===== src/rtl/random_pkg.sv =====
// Shared widths and types for the random-source consumer blocks.
package random_pkg;
    localparam int RAND_W   = 4;
    localparam int NANOS_W  = 28;
    localparam int SRC_WRAP = 100_000_000;
    localparam int OVF_W    = 8;
    localparam int RC_W     = 4;

    typedef logic [RAND_W-1:0] rand_t;
endpackage


===== src/rtl/rand_fifo.sv =====
// First-word-fall-through FIFO for captured random values; head is a register
// so the output stays steady while the FIFO is empty.
module rand_fifo
    import random_pkg::*;
#(
    parameter int DEPTH = 8
) (
    input  logic                     CLK,
    input  logic                     reset,
    input  logic                     push,
    input  rand_t                    push_data,
    input  logic                     pop,
    input  logic                     flush,
    output rand_t                    head,
    output logic                     full,
    output logic                     empty,
    output logic [$clog2(DEPTH):0]   level
);
    localparam int AW = $clog2(DEPTH);
    localparam logic [AW:0] FULL_COUNT = (AW+1)'(DEPTH);

    rand_t          mem [DEPTH];
    logic [AW-1:0]  wr_ptr;
    logic [AW-1:0]  rd_ptr;
    logic [AW-1:0]  rd_next;
    logic [AW:0]    count;
    logic [AW:0]    count_after_pop;
    logic [AW:0]    count_next;
    rand_t          head_q;
    rand_t          head_next;
    logic           accept;
    logic           do_pop;

    assign full  = (count == FULL_COUNT);
    assign empty = (count == '0);
    assign level = count;
    assign head  = head_q;

    // A push into a full FIFO is accepted only when a pop frees the slot at the same edge.
    always_comb begin
        do_pop          = pop && !empty;
        accept          = push && (!full || do_pop);
        rd_next         = rd_ptr + AW'(do_pop);
        count_after_pop = count - (AW+1)'(do_pop);
        count_next      = count_after_pop + (AW+1)'(accept);
        head_next       = (count_after_pop == '0) ? push_data : mem[rd_next];
    end

    always_ff @(posedge CLK or negedge reset) begin
        if (!reset) begin
            wr_ptr <= '0;
            rd_ptr <= '0;
            count  <= '0;
            head_q <= '0;
        end else if (flush) begin
            wr_ptr <= '0;
            rd_ptr <= '0;
            count  <= '0;
        end else begin
            if (accept) wr_ptr <= wr_ptr + 1'b1;
            if (do_pop) rd_ptr <= rd_next;
            count <= count_next;
            if (count_next != '0) head_q <= head_next;
        end
    end

    always_ff @(posedge CLK) begin
        if (accept && !flush) mem[wr_ptr] <= push_data;
    end
endmodule


===== src/rtl/random_sampler.sv =====
// Captures one random value per source period, buffers it, and tracks
// dropped samples and a stuck source.
module random_sampler
    import random_pkg::*;
#(
    parameter int SAMPLE_AT   = 2,
    parameter int DEPTH       = 8,
    parameter int STUCK_LIMIT = 4
) (
    input  logic                CLK,
    input  logic                reset,
    input  logic [NANOS_W-1:0]  nanos,
    input  rand_t               rand_value,
    input  logic                flush,
    input  logic                out_ready,
    output logic                out_valid,
    output rand_t               out_data,
    output logic [3:0]          fill_level,
    output logic [OVF_W-1:0]    overflow_cnt,
    output logic                stuck,
    output logic                sample_strobe
);
    localparam logic [NANOS_W-1:0] SAMPLE_POINT = NANOS_W'(SAMPLE_AT % SRC_WRAP);
    localparam logic [RC_W-1:0]    STUCK_AT     = RC_W'(STUCK_LIMIT);

    logic [NANOS_W-1:0]      nanos_q;
    logic                    sample_evt;
    logic                    pop;
    logic                    fifo_full;
    logic                    fifo_empty;
    logic [$clog2(DEPTH):0]  fifo_level;
    rand_t                   last_sample;
    logic                    have_last;
    logic [RC_W-1:0]         rc;
    logic [RC_W-1:0]         rc_next;
    logic                    drop;

    // Output handshake: out_valid means out_data holds the oldest entry; a value
    // is consumed at the rising edge where out_valid && out_ready, and out_data
    // is held unchanged whenever out_valid is low.
    assign sample_evt = (nanos == SAMPLE_POINT) && (nanos_q != SAMPLE_POINT);
    assign pop        = out_valid && out_ready;
    assign out_valid  = !fifo_empty;
    assign fill_level = 4'(fifo_level);
    assign drop       = sample_evt && !flush && fifo_full && !pop;

    always_comb begin
        rc_next = RC_W'(1);
        if (have_last && (rand_value == last_sample))
            rc_next = (rc == '1) ? rc : rc + 1'b1;
    end

    rand_fifo #(.DEPTH(DEPTH)) u_fifo (
        .CLK       (CLK),
        .reset     (reset),
        .push      (sample_evt),
        .push_data (rand_value),
        .pop       (pop),
        .flush     (flush),
        .head      (out_data),
        .full      (fifo_full),
        .empty     (fifo_empty),
        .level     (fifo_level)
    );

    always_ff @(posedge CLK or negedge reset) begin
        if (!reset) begin
            nanos_q       <= '0;
            sample_strobe <= 1'b0;
            overflow_cnt  <= '0;
        end else begin
            nanos_q       <= nanos;
            sample_strobe <= sample_evt;
            if (drop && (overflow_cnt != '1)) overflow_cnt <= overflow_cnt + 1'b1;
        end
    end

    // Dropped and flushed samples still feed the repeat tracker.
    always_ff @(posedge CLK or negedge reset) begin
        if (!reset) begin
            last_sample <= '0;
            have_last   <= 1'b0;
            rc          <= '0;
            stuck       <= 1'b0;
        end else if (sample_evt) begin
            last_sample <= rand_value;
            have_last   <= 1'b1;
            rc          <= rc_next;
            if (rc_next >= STUCK_AT) stuck <= 1'b1;
        end
    end
endmodule


===== config.mk =====
export PLATFORM = sky130hd
export DESIGN_NAME = random_sampler
export DESIGN_NICKNAME = d
export VERILOG_FILES = /design/src/rtl/random_pkg.sv /design/src/rtl/rand_fifo.sv /design/src/rtl/random_sampler.sv
export SDC_FILE = /design/constraint.sdc
export NUM_CORES = 1
export LEC_CHECK = 0
export BUFFER_PORTS_ARGS = -buffer_cell sky130_fd_sc_hd__buf_2
export CORE_MARGIN = 4
export CORE_UTILIZATION = 40
export DETAILED_ROUTE_END_ITERATION = 8
export GPL_TIMING_DRIVEN = 0
export PLACE_DENSITY = 0.68
export SLEW_MARGIN = 20
export SYNTH_ARGS = -nofsm -noshare
export SYNTH_HDL_FRONTEND = slang
export SYNTH_SLANG_ARGS = --single-unit

===== constraint.sdc =====
create_clock -name CLK -period 8.9 [get_ports CLK]
set_input_delay 0.89 -clock CLK [delete_from_list [all_inputs] [get_ports CLK]]
set_output_delay 0.89 -clock CLK [all_outputs]
set_load 0.01 [all_outputs]

==> key figures <==
Status
  • Status: complete, no violations

Placement
  • Cell Count Post-Placement: 451
  • Detailed Place HPWL: 4950 um
  • # port buffers: 54
  • Final GP Congestion: 0.811

Clock network
  • Worst skew pair latency: 0.36 ns
  • Reg clk slew, reported paths: 0.09 ns
  • Post-cts sizing count: 0
  • Postcts setup bufs: 0
  • CTS H-tree lvls: 3
  • CTS Hold Bufs: 0
  • Sink Count: 93
  • Root Buffer: clkbuf_8
  • CTS tree: yes
  • CTS Buf Count: 9
  • CTS Buffer Depth: 2

Run
  • Maxcap violations: 0

Yosys
  • Netlist cell types: 45
  • Yosys warnings: 0
  • Post-synthesis simple-gate area fraction: 13.1%
  • Syn_nets: 313
  • Synth Instances: 268
  • Post-synthesis xor/xnor area fraction: 3.20%
  • Count of flip-flops with a built-in enable after synthesis: 32
  • Synth Flop Type: dfrtp_1
  • Sequential share of the synthesized area: 64.9%
  • Asr flop ratio synth: 65.6%
  • Yosys reg bits: 93
  • Synth Area in Adders: 2.94%
  • Post-synthesis mux area share: 9.82%
  • Largest family of logic cells by synthesized area: simple AND/OR/NAND/NOR gates
  • Largest cells by area after synthesis: dfrtp_1 40%, edfxtp_1 25%, mux4_2 4.7%, ha_1 2.9%, mux2_2 2.6%
  • Post-synth top area cell: dfrtp_1
  • Complex-gate fraction of the synthesized area: 4.24%
  • Mapped Area: 3830 sq um
  • Syn_area_per_cell: 14.3 sq um
  • Post-synth top area share: 39.8%

Pwr
  • Peak supply drop: 0.000112 V
  • Pwr Total: 1.09 mW
  • Pwr/cell area: 242 nW/um^2
  • Leakage Power: 1.87 nW

Floorplan
  • Initial core utilization: 41.3%
  • DIE HEIGHT: 106 um
  • IO Count: 55
  • Number of core rows: 35
  • Core area: 9280 sq um
  • Die width: 106 um
  • DIE AREA: 11,200 sq um

Drt
  • Avg WL per Cell: 14.9 um
  • DR DRC count: 0
  • Final wirelength: 6970 um
  • Detail Route Antenna Nets: 0
  • Initial DRC count: 129
  • DRT Pass-1 Iters: 4
  • Via Count: 2,347
  • Post-DR vias/cell: 5.03

Timing
  • Max Freq: 277 MHz
  • Slew Limit Headroom: 49.8%
  • Final setup fails: 0
  • Final hold violation count: 0
  • Hold Slack: 0.477 ns
  • Period utilization: 40.6%
  • Final Max Slew Viols: 0
  • Unrepaired setup endpoints after global routing: false
  • Measured slew at the worst slew-check pin: 0.753 ns
  • Crit path time final: 3.62 ns
  • Setup Skew: 0.0135 ns
  • Setup TNS: 0 ns

Finish
  • Most common cell after layout, fill and taps aside: dfrtp_1
  • # diodes: 0
  • Share of layout cells above drive strength 1: 28.7%
  • Most frequent cells in the layout: 61 x dfrtp_1, 54 x buf_2, 32 x edfxtp_1
  • Cell Count, Final, Fillers Out: 467
  • Utilization after layout: 48.3%
  • Fin nets: 378
  • Area Overhead vs Synth: 16.9%

Global routing
  • Initial antenna violation count: 0
  • Total gr overflow: 0
  • Vias in the first global route: 2,446
  • Pin count of the biggest net entering global routing: 62
  • GRT Util Overall: 13.5%
  • First-pass GRT wire length: 12,000 um

Setup path
  • CP max stage delay: 0.65 ns
  • CP required: 9.15 ns
  • Endpoint type of the worst setup path: flip-flop
  • WP data arrival: 3.87 ns
  • Critical path class: input pin to flip-flop
  • Worst setup SP type: input pin
  • Crit path max fanout: 5
  • Worst path slowest cell: a211oi_1
  • Critical Path, Cell by Cell: buf_2, nor4_1, nand4_1, a211oi_1, nor2b_1, ha_1, nor3b_1, xor2_1, a41oi_1, mux2_2

Hold path
  • Hold WC Path Type: flip-flop to flip-flop
## state kept, by name, indices dropped and copies added (netlist names)
signal and count:
stuck 1, nanos_q 28, u_fifo.wr_ptr 3, u_fifo.mem 32, u_fifo.head 4, last_sample 4, overflow_cnt 8, rc 4
u_fifo.rd_ptr 3, sample_strobe 1, u_fifo.level 4, have_last 1
## through the flow
step | cell area (sq um) | worst slack, ns
floorplan | 3830 | 5.67
global placement | 4270 | 4.94
detailed placement | 4270 | 4.87
CTS | 4480 | 5.26
global route | 4480 | 4.97
finish | 4480 | 5.28
## cell families (layout without fill, tap and decap cells)
kind of cell	Yosys count	after routing
AO/OA/AOI/OAI	24	24
XOR/XNOR	14	14
adder cells (fa/ha/maj)	9	9
buffers and inverters	16	86
flip-flops	93	93
multiplexers	26	26
AND/OR/NAND/NOR	86	86
## worst paths after layout
check                                startpoint        endpoint  slack [ns]  cells after the start
worst max register to register  u_fifo.level[1]  u_fifo.head[2]        5.43                     10
min in group asynchronous                 reset      nanos_q[5]        0.59                      1
worst max-delay path                   nanos[2]  u_fifo.head[1]        5.28                     10
worst min-delay path                  have_last       have_last        0.48                      1
worst min register to register        have_last       have_last        0.48                      1
max in group asynchronous                 reset      nanos_q[0]        7.81                      1
## synthesized netlist by cell type, types with 3 or more instances
cell / count
inv_1: 11
nand2b_1: 3
nor4b_1: 3
nand3b_1: 4
nor4_1: 14
dfrtp_1: 61
mux2i_1: 8
mux4_2: 8
nand3_1: 9
nor2_1: 18
nand2_1: 8
nor3b_1: 3
edfxtp_1: 32
xor2_1: 5
mux2_2: 9
nand4_1: 4
a21oi_1: 6
and3_1: 4
xnor2_1: 9
ha_1: 9
clkbuf_1: 3
o21ai_0: 7
nor3_1: 5
## critical path, delay by kind of cell
| kind | cells | cell delay, ns |
|---|---|---|
| adders and majority gates | 1 | 0.19 |
| AOI/OAI and AO/OA | 2 | 1.14 |
| buffers and inverters | 1 | 0.10 |
| xor gates and xnor gates | 1 | 0.13 |
| muxes | 1 | 0.40 |
| and+or+nand+nor | 4 | 1.01 |
## power breakdown
group / switching (mW) / internal [mW] / total, mW
Sequential: 0.0160 / 0.469 / 0.485
Combinational: 0.154 / 0.161 / 0.315
Clock: 0.160 / 0.126 / 0.286
## per-layer routing
metal,vias to the layer above,global-route usage [%],wire length [um]
li1,1131,-,-
met1,1140,17.9,3150
met2,66,21.9,3320
met3,10,3.22,378
met4,0,5.00,121
met5,-,0,0
## final cells by class
type	count	area, sq um
inverter	11	41.3
sequential	93	2490
tap	129	161
multi-input combinational	159	1280
buffer	5	27.5
clock inverter	6	65.1
fill	854	4800
timing repair buffer	54	273
clock buffer	10	149
Note: power is estimated with default switching activity, not from simulation.
